### src/rtl/render_scheduler.sv
// render_scheduler: sequences the per-frame render passes (first-person, then optional minimap)
// and time-multiplexes the shared grid-memory and VGA ports between the two renderer clients.
// Ports: clock/reset (sync, active-high); frame_tick/enable request a frame; player_*_in are
//   snapshotted to player_* once per frame; fpv_*/map_* are the client start/done/pixel/grid
//   ports; grid_*/vga_* are the shared ports; busy, frame_count, overrun_count report status.
// Shared-port muxes are combinational (zero latency). Ticks that arrive while a frame is in
// flight are dropped and counted, never queued.
module render_scheduler #(
  parameter int MAP_ENABLE = 1
) (
  input  logic        clock,
  input  logic        reset,
  input  logic        frame_tick,
  input  logic        enable,
  input  logic [13:0] player_pos_x_in,
  input  logic [12:0] player_pos_y_in,
  input  logic [7:0]  player_angle_in,
  output logic [13:0] player_pos_x,
  output logic [12:0] player_pos_y,
  output logic [7:0]  player_angle,
  output logic        fpv_start,
  input  logic        fpv_done,
  input  logic [5:0]  fpv_grid_x,
  input  logic [4:0]  fpv_grid_y,
  input  logic [7:0]  fpv_vga_x,
  input  logic [6:0]  fpv_vga_y,
  input  logic [17:0] fpv_colour,
  input  logic        fpv_write,
  output logic        map_start,
  input  logic        map_done,
  input  logic [5:0]  map_grid_x,
  input  logic [4:0]  map_grid_y,
  input  logic [7:0]  map_vga_x,
  input  logic [6:0]  map_vga_y,
  input  logic [17:0] map_colour,
  input  logic        map_write,
  output logic [5:0]  grid_x,
  output logic [4:0]  grid_y,
  output logic [7:0]  vga_x,
  output logic [6:0]  vga_y,
  output logic [17:0] vga_colour,
  output logic        vga_write,
  output logic        busy,
  output logic [15:0] frame_count,
  output logic [7:0]  overrun_count
);

  typedef enum logic [2:0] {
    IDLE       = 3'd0,
    LATCH      = 3'd1,
    START_FPV  = 3'd2,
    WAIT_FPV   = 3'd3,
    START_MAP  = 3'd4,
    WAIT_MAP   = 3'd5,
    FRAME_DONE = 3'd6
  } state_t;

  state_t      state_q, state_d;
  logic [13:0] pos_x_q, pos_x_d;
  logic [12:0] pos_y_q, pos_y_d;
  logic [7:0]  angle_q, angle_d;
  logic [15:0] frame_count_q, frame_count_d;
  logic [7:0]  overrun_q, overrun_d;

  // Next-state, snapshot and counter logic.
  always_comb begin
    state_d       = state_q;
    pos_x_d       = pos_x_q;
    pos_y_d       = pos_y_q;
    angle_d       = angle_q;
    frame_count_d = frame_count_q;
    overrun_d     = overrun_q;

    case (state_q)
      IDLE: begin
        if (frame_tick && enable) begin
          state_d = LATCH;
        end
      end
      LATCH: begin
        pos_x_d = player_pos_x_in;
        pos_y_d = player_pos_y_in;
        angle_d = player_angle_in;
        state_d = START_FPV;
      end
      START_FPV: state_d = WAIT_FPV;
      WAIT_FPV: begin
        if (fpv_done) begin
          state_d = (MAP_ENABLE != 0) ? START_MAP : FRAME_DONE;
        end
      end
      START_MAP: state_d = WAIT_MAP;
      WAIT_MAP: begin
        if (map_done) begin
          state_d = FRAME_DONE;
        end
      end
      FRAME_DONE: begin
        frame_count_d = frame_count_q + 16'd1;
        state_d       = IDLE;
      end
      default: state_d = IDLE;
    endcase

    // Any tick seen outside IDLE (including the FRAME_DONE cycle) is a dropped frame.
    if (frame_tick && (state_q != IDLE) && (overrun_q != 8'hFF)) begin
      overrun_d = overrun_q + 8'd1;
    end
  end

  always_ff @(posedge clock) begin
    if (reset) begin
      state_q       <= IDLE;
      pos_x_q       <= '0;
      pos_y_q       <= '0;
      angle_q       <= '0;
      frame_count_q <= '0;
      overrun_q     <= '0;
    end else begin
      state_q       <= state_d;
      pos_x_q       <= pos_x_d;
      pos_y_q       <= pos_y_d;
      angle_q       <= angle_d;
      frame_count_q <= frame_count_d;
      overrun_q     <= overrun_d;
    end
  end

  // Port ownership follows the pass in progress; no owner means no pixel writes.
  logic fpv_owns, map_owns;
  assign fpv_owns = (state_q == START_FPV) || (state_q == WAIT_FPV);
  assign map_owns = (state_q == START_MAP) || (state_q == WAIT_MAP);

  always_comb begin
    grid_x     = fpv_grid_x;
    grid_y     = fpv_grid_y;
    vga_x      = '0;
    vga_y      = '0;
    vga_colour = '0;
    vga_write  = 1'b0;
    if (fpv_owns) begin
      vga_x      = fpv_vga_x;
      vga_y      = fpv_vga_y;
      vga_colour = fpv_colour;
      vga_write  = fpv_write & ~reset;
    end else if (map_owns) begin
      grid_x     = map_grid_x;
      grid_y     = map_grid_y;
      vga_x      = map_vga_x;
      vga_y      = map_vga_y;
      vga_colour = map_colour;
      vga_write  = map_write & ~reset;
    end
  end

  // Strobes are qualified with reset so a reset cycle never leaks a start or busy.
  assign fpv_start     = (state_q == START_FPV) & ~reset;
  assign map_start     = (state_q == START_MAP) & ~reset;
  assign busy          = (state_q != IDLE) & ~reset;
  assign player_pos_x  = pos_x_q;
  assign player_pos_y  = pos_y_q;
  assign player_angle  = angle_q;
  assign frame_count   = frame_count_q;
  assign overrun_count = overrun_q;

endmodule

### config.mk
export PLATFORM = sky130hd
export DESIGN_NAME = render_scheduler
export DESIGN_NICKNAME = d
export VERILOG_FILES = /design/src/rtl/render_scheduler.sv
export SDC_FILE = /design/constraint.sdc
export NUM_CORES = 1
export LEC_CHECK = 0
export ABC_AREA = 1
export BUFFER_PORTS_ARGS = -buffer_cell sky130_fd_sc_hd__buf_2
export CAP_MARGIN = 40
export CORE_AREA = 2 2 96 98
export CTS_CLUSTER_SIZE = 16
export DETAILED_ROUTE_END_ITERATION = 7
export DIE_AREA = 0 0 98 100
export PLACE_DENSITY = 0.87
export RECOVER_POWER = 25
export SYNTH_ARGS = -nofsm -noshare
export SYNTH_HDL_FRONTEND = slang
export SYNTH_SLANG_ARGS = --single-unit
### constraint.sdc
create_clock -name clock -period 1.15 [get_ports clock]
set_input_delay 0.115 -clock clock [delete_from_list [all_inputs] [get_ports clock]]
set_output_delay 0.115 -clock clock [all_outputs]
set_load 0.005 [all_outputs]
==> impl.org <==
** Pwr
- For this design the static power due to leakage is 2.97 nW.
- Worst voltage drop across the vdd grid :: 0.00136 V
- Net switching is between 20% and 30% of the power.
- Sequential share of power :: between 40% and 50%
- Combinational cells account for ~22% of the total power.
- Of the total power, the clock network draws 34.7%.
- P_int :: 0.00392 W
- Switching component of the power :: 0.00158 W
- In this run the power density over the cells is roughly 960 nW/um^2.

** STA
- Final number of setup-violating endpoints :: roughly 100
- Static timing analysis puts the maximum clock frequency at approximately 620 MHz.
- Setup repair after global routing missed its margin :: true
- The number of pins with negative max-slew slack in the final report is 0.
- Headroom to the max-slew limit came out at approximately four fifths.
- Hold timing on the final database bottoms out at a slack of between 30 and 40 ps.
- On the final layout, the worst clock skew is 11.0 ps.
- In the post-route analysis, the smallest setup slack over all paths is -467 ps.
- Transition time at the pin with the least slew margin :: ~270 ps
- Counting I/O delays and the setup requirement, the final critical path takes 1620 ps.
- The total count of hold-check failures in the final report was 0.
- Final period util :: 141%

** Synthesis
- Counting flops and latches in the post-synthesis netlist gives between 60 and 70.
- The mapped netlist covers between 3000 and 4000 sq um.
- Counting distinct cell types in the post-synthesis netlist gives 23.
- During synthesis, Yosys emitted a total of 0 warnings.
- After synthesis, the share of flip-flops with an asynchronous set or reset is 0%.
- In this run, synthesis inferred 0 flip-flops with an integrated enable.
- Top flip-flop cell by instance count after synthesis :: sky130_fd_sc_hd__dfxtp_1
- Cell count after synthesis :: 466
- Of the synthesized area, sequential elements account for around two fifths.
- After synthesis, the mean cell area works out to between 6 and 7 sq um.
- Counting every net in the synthesized netlist gives 599.

** Worst setup path
- Counting both buffers and inverters, the worst setup path holds a total of 4.
- Traced cell by cell, the critical path runs through inv_4 -> nor2_4 -> buf_12 -> clkinvlp_4 -> nand2_1 -> nand2_1 -> buf_2.
- CP endpoint kind :: output port
- Critical Path Start :: state_q[2]$_SDFFE_PP0P_
- Along the worst path, the maximum fanout reaches 6.
- For the worst setup path, the data required time is between 1000 and 1500 ps.
- In this design, the largest share of critical-path delay is due to buffers and inverters.
- CP max-delay cell :: sky130_fd_sc_hd__dfxtp_4
- The critical path is of the register to output port type.
- STA puts the critical path data arrival time at 1500 ps.
- The worst setup path is launched from a register.
- In this design, the critical path's most frequently occurring cell is sky130_fd_sc_hd__nand2_1.
- In this design, the stage delay of the slowest critical-path cell is ~370 ps.
- Startpoint of the worst register-to-register path :: state_q[2]$_SDFFE_PP0P_

** Final layout
- Non-filler instance count after layout :: 866
- Cells fill 64.3% of the core in the end.
- After routing the design area is roughly 5700 sq um.
- The repair_antennas step left the layout with diodes totalling 0.
- Of the cells placed in the final design, the portion with a size suffix greater than 1 is between 50% and 60%.
- After filler insertion, the fill cell instance count of the layout stands at about 750.
- Registers take around 1300 sq um.
- Total area of multi-input combinational cells :: between 1500 and 2000 sq um
- Nets@finish :: 883
- The area growth from synthesis to layout is 79.4%.

** Drt
- The detailed router used layers up to and including met4.
- The first routing iteration left between 150 and 200 violations.
- Metal3 WL :: approximately 770 microns
- Once detail routing completed, the nets flagged for antenna violations numbered 0.
- Dividing the detail-routed via count by the number of cells gives between 4 and 5.
- DRC violations left :: 0
- Routed wl met2 :: roughly 6200 microns
- Routed length on met1 :: around 5200 microns
- Overall via count from detail_route :: about 4200
- In the final routed layout, each cell accounts on average for 14.2 microns.
- Number of detailed-routing iterations run before antenna repair :: 4
- Total wire length after detailed routing :: between 10000 and 15000 microns

** Floorplanning
- The die is 98 microns wide.
- The floorplan step defined a die boundary enclosing 9800 sq um.
- Initial core utilization :: a little over a third
- For this design the top-level I/O count stands at about 240.
- Measured along the y axis, the die boundary spans around 100 microns.
- Number of rows created at floorplan :: 35
- The region available for standard cell placement spans slightly below 9000 sq um.

** Global routing
- Pin count of the biggest net entering global routing :: 57
- The number of global-route vias before repair is between 3000 and 4000.
- Across every metal layer, demand over resource in global routing totals around 22%.
- Remaining global-route overflow :: 0
- The first global-routing pass estimated ~18000 microns of wire.
- The initial antenna violation count came to 0.

** Clock tree
- In this run the clock root is driven by a sky130_fd_sc_hd__clkbuf_8.
- Clock tree from TritonCTS :: done
- The later pin in the worst-skew pair is clocked with a latency of approximately 340 ps.
- No sink is reached through more buffers than the 2 on the longest clock path.
- Hold buffer count at CTS :: 0
- For this design, the sink count on the clock tree is 62.
- Clock-pin transition on the worst setup and hold timing paths :: 80 ps
- In this run the number of H-tree levels came out at 3.
- Clock buffer count from CTS :: 9

** Placed design
- Detailed placement ended at an HPWL of ~8100 microns.
- In this run the tool buffered the top-level ports with about 240 buffer cells.
- Placer Congestion :: approximately 0.90
- Setup slack at placement :: -179 ps
- The placed instances occupy a cell area of between 4000 and 5000 sq um.
- Cell count after placement :: 826

** Outcome
- Status :: finished with violations
- The final reports fail on setup timing.

** Job
- Across the run, the number of max-cap violations was 0.

** Worst hold path
- Path type of the worst min-delay path :: primary input to register
- Hold path start :: player_pos_x_in[4]
[cell usage after synthesis (2+ instances only)]
master,number,area [sq um]
sky130_fd_sc_hd__a21oi_1,50,250
sky130_fd_sc_hd__a22o_1,33,289
sky130_fd_sc_hd__buf_2,11,55.1
sky130_fd_sc_hd__buf_4,2,15.0
sky130_fd_sc_hd__clkbuf_1,10,37.5
sky130_fd_sc_hd__dfxtp_1,62,1240
sky130_fd_sc_hd__ha_1,2,25.0
sky130_fd_sc_hd__inv_1,69,259
sky130_fd_sc_hd__inv_2,5,18.8
sky130_fd_sc_hd__nand2_1,95,357
sky130_fd_sc_hd__nand2_2,3,18.8
sky130_fd_sc_hd__nand3_1,17,85.1
sky130_fd_sc_hd__nand4_1,8,50.1
sky130_fd_sc_hd__nor2_1,36,135
sky130_fd_sc_hd__nor2_2,4,25.0
sky130_fd_sc_hd__nor2_4,2,22.5
sky130_fd_sc_hd__nor3_1,5,25.0
sky130_fd_sc_hd__o21ai_0,45,225
sky130_fd_sc_hd__xor2_1,3,26.3
[power by group through the flow]
stage          Sequential, W  Combinational, W  Clock (W)
2_1_floorplan        0.00242          0.000387          0
3_3_place_gp         0.00241          0.000936          0
3_5_place_dp         0.00241          0.000957          0
4_1_cts              0.00236           0.00102    0.00196
5_1_grt              0.00238           0.00134    0.00207
6_report             0.00237           0.00122    0.00191
[worst register-to-register path, cell delays in order (launching register included)]
cell,delay (ps)
sky130_fd_sc_hd__dfxtp_4,370
sky130_fd_sc_hd__buf_4,110
sky130_fd_sc_hd__buf_6,90
sky130_fd_sc_hd__nand2_4,50
sky130_fd_sc_hd__nor2_4,230
sky130_fd_sc_hd__buf_6,140
sky130_fd_sc_hd__nand2_4,50
sky130_fd_sc_hd__nor2_4,150
sky130_fd_sc_hd__nand3_2,80
sky130_fd_sc_hd__nand2_1,80
sky130_fd_sc_hd__nor2_1,40
[metrics by stage]
step	power (W)	TNS (ps)
5_1_grt	0.00579	-31070
4_1_cts	0.00534	-21950
3_5_place_dp	0.00337	-9160
2_1_floorplan	0.00281	-622
3_3_place_gp	0.00334	-5760
6_report	0.00550	-24200
[state kept, by name (all words and copies together) (netlist names)]
name           count
state_q            3
player_pos_y      13
player_pos_x      14
frame_count       16
player_angle       8
overrun_count      8
[repair_timing]
item                       in CTS  in global routing
setup endpoints to repair     110                110
resized for setup              57                 83
setup buffers                   8                  8
pin swaps                       9                 24
gates cloned                    4                  5
[final timing paths]
path / endpoint / slack [ps] / depth (start not counted)
setup / recovery: grid_x[3] / -470 / 7
hold / removal: player_pos_x[4]$_SDFFE_PP0N_ / 40 / 3
setup reg to reg: frame_count[12]$_SDFFE_PP0N_ / -330 / 10
hold reg to reg: player_angle[0]$_SDFFE_PP0N_ / 440 / 2
[cells by family after synthesis]
family	count (synthesis)	share of synthesized area, %
xor+xnor	3	0.824
buf+inv	97	12.1
simple gates	172	23.0
compound gates	130	24.4
flops	62	38.9
fa+ha+maj	2	0.785
[cell type report]
type	instances	share of cell area, %
Inverter	74	5.18
Clock buffer	9	2.17
Tap cell	111	2.43
Timing Repair inverter	1	0.131
Multi-Input combinational cell	307	34.0
Clock inverter	7	1.29
Timing Repair Buffer	295	32.7
Sequential cell	62	22.2
[layout by cell type, fill, tap and decap left out, types with 2 or more instances in the layout]
cell                         instances
sky130_fd_sc_hd__nand2_1            82
sky130_fd_sc_hd__inv_1              68
sky130_fd_sc_hd__ha_4                2
sky130_fd_sc_hd__o21ai_0             7
sky130_fd_sc_hd__dfxtp_1            53
sky130_fd_sc_hd__buf_6              12
sky130_fd_sc_hd__clkbuf_16           3
sky130_fd_sc_hd__nor3_2              3
sky130_fd_sc_hd__nor2_1             30
sky130_fd_sc_hd__clkinv_4            2
sky130_fd_sc_hd__nand3_1             6
sky130_fd_sc_hd__a22o_1             31
sky130_fd_sc_hd__xor2_1              3
sky130_fd_sc_hd__nand2_4             8
sky130_fd_sc_hd__nand3_2             7
sky130_fd_sc_hd__dfxtp_2             3
sky130_fd_sc_hd__a21oi_2             6
sky130_fd_sc_hd__clkinvlp_4          4
sky130_fd_sc_hd__a22o_4              2
sky130_fd_sc_hd__clkbuf_1            7
sky130_fd_sc_hd__nor2_4             11
sky130_fd_sc_hd__buf_12              9
sky130_fd_sc_hd__clkbuf_8            9
sky130_fd_sc_hd__buf_16              2
sky130_fd_sc_hd__nand2_2             7
sky130_fd_sc_hd__nand3_4             4
sky130_fd_sc_hd__o21ai_2            13
sky130_fd_sc_hd__a21oi_1            43
sky130_fd_sc_hd__nand4_1             8
sky130_fd_sc_hd__inv_4               4
sky130_fd_sc_hd__buf_4              34
sky130_fd_sc_hd__dfxtp_4             6
sky130_fd_sc_hd__buf_2             228
sky130_fd_sc_hd__o21ai_1            25
[layer usage]
layer / global-route usage (%) / up-vias
met2: 37.0 / 170
li1: - / 2096
met4: 5.88 / 0
met3: 5.99 / 13
met5: 0 / -
met1: 27.6 / 1945
No activity file was read; power rests on OpenSTA's default activity.
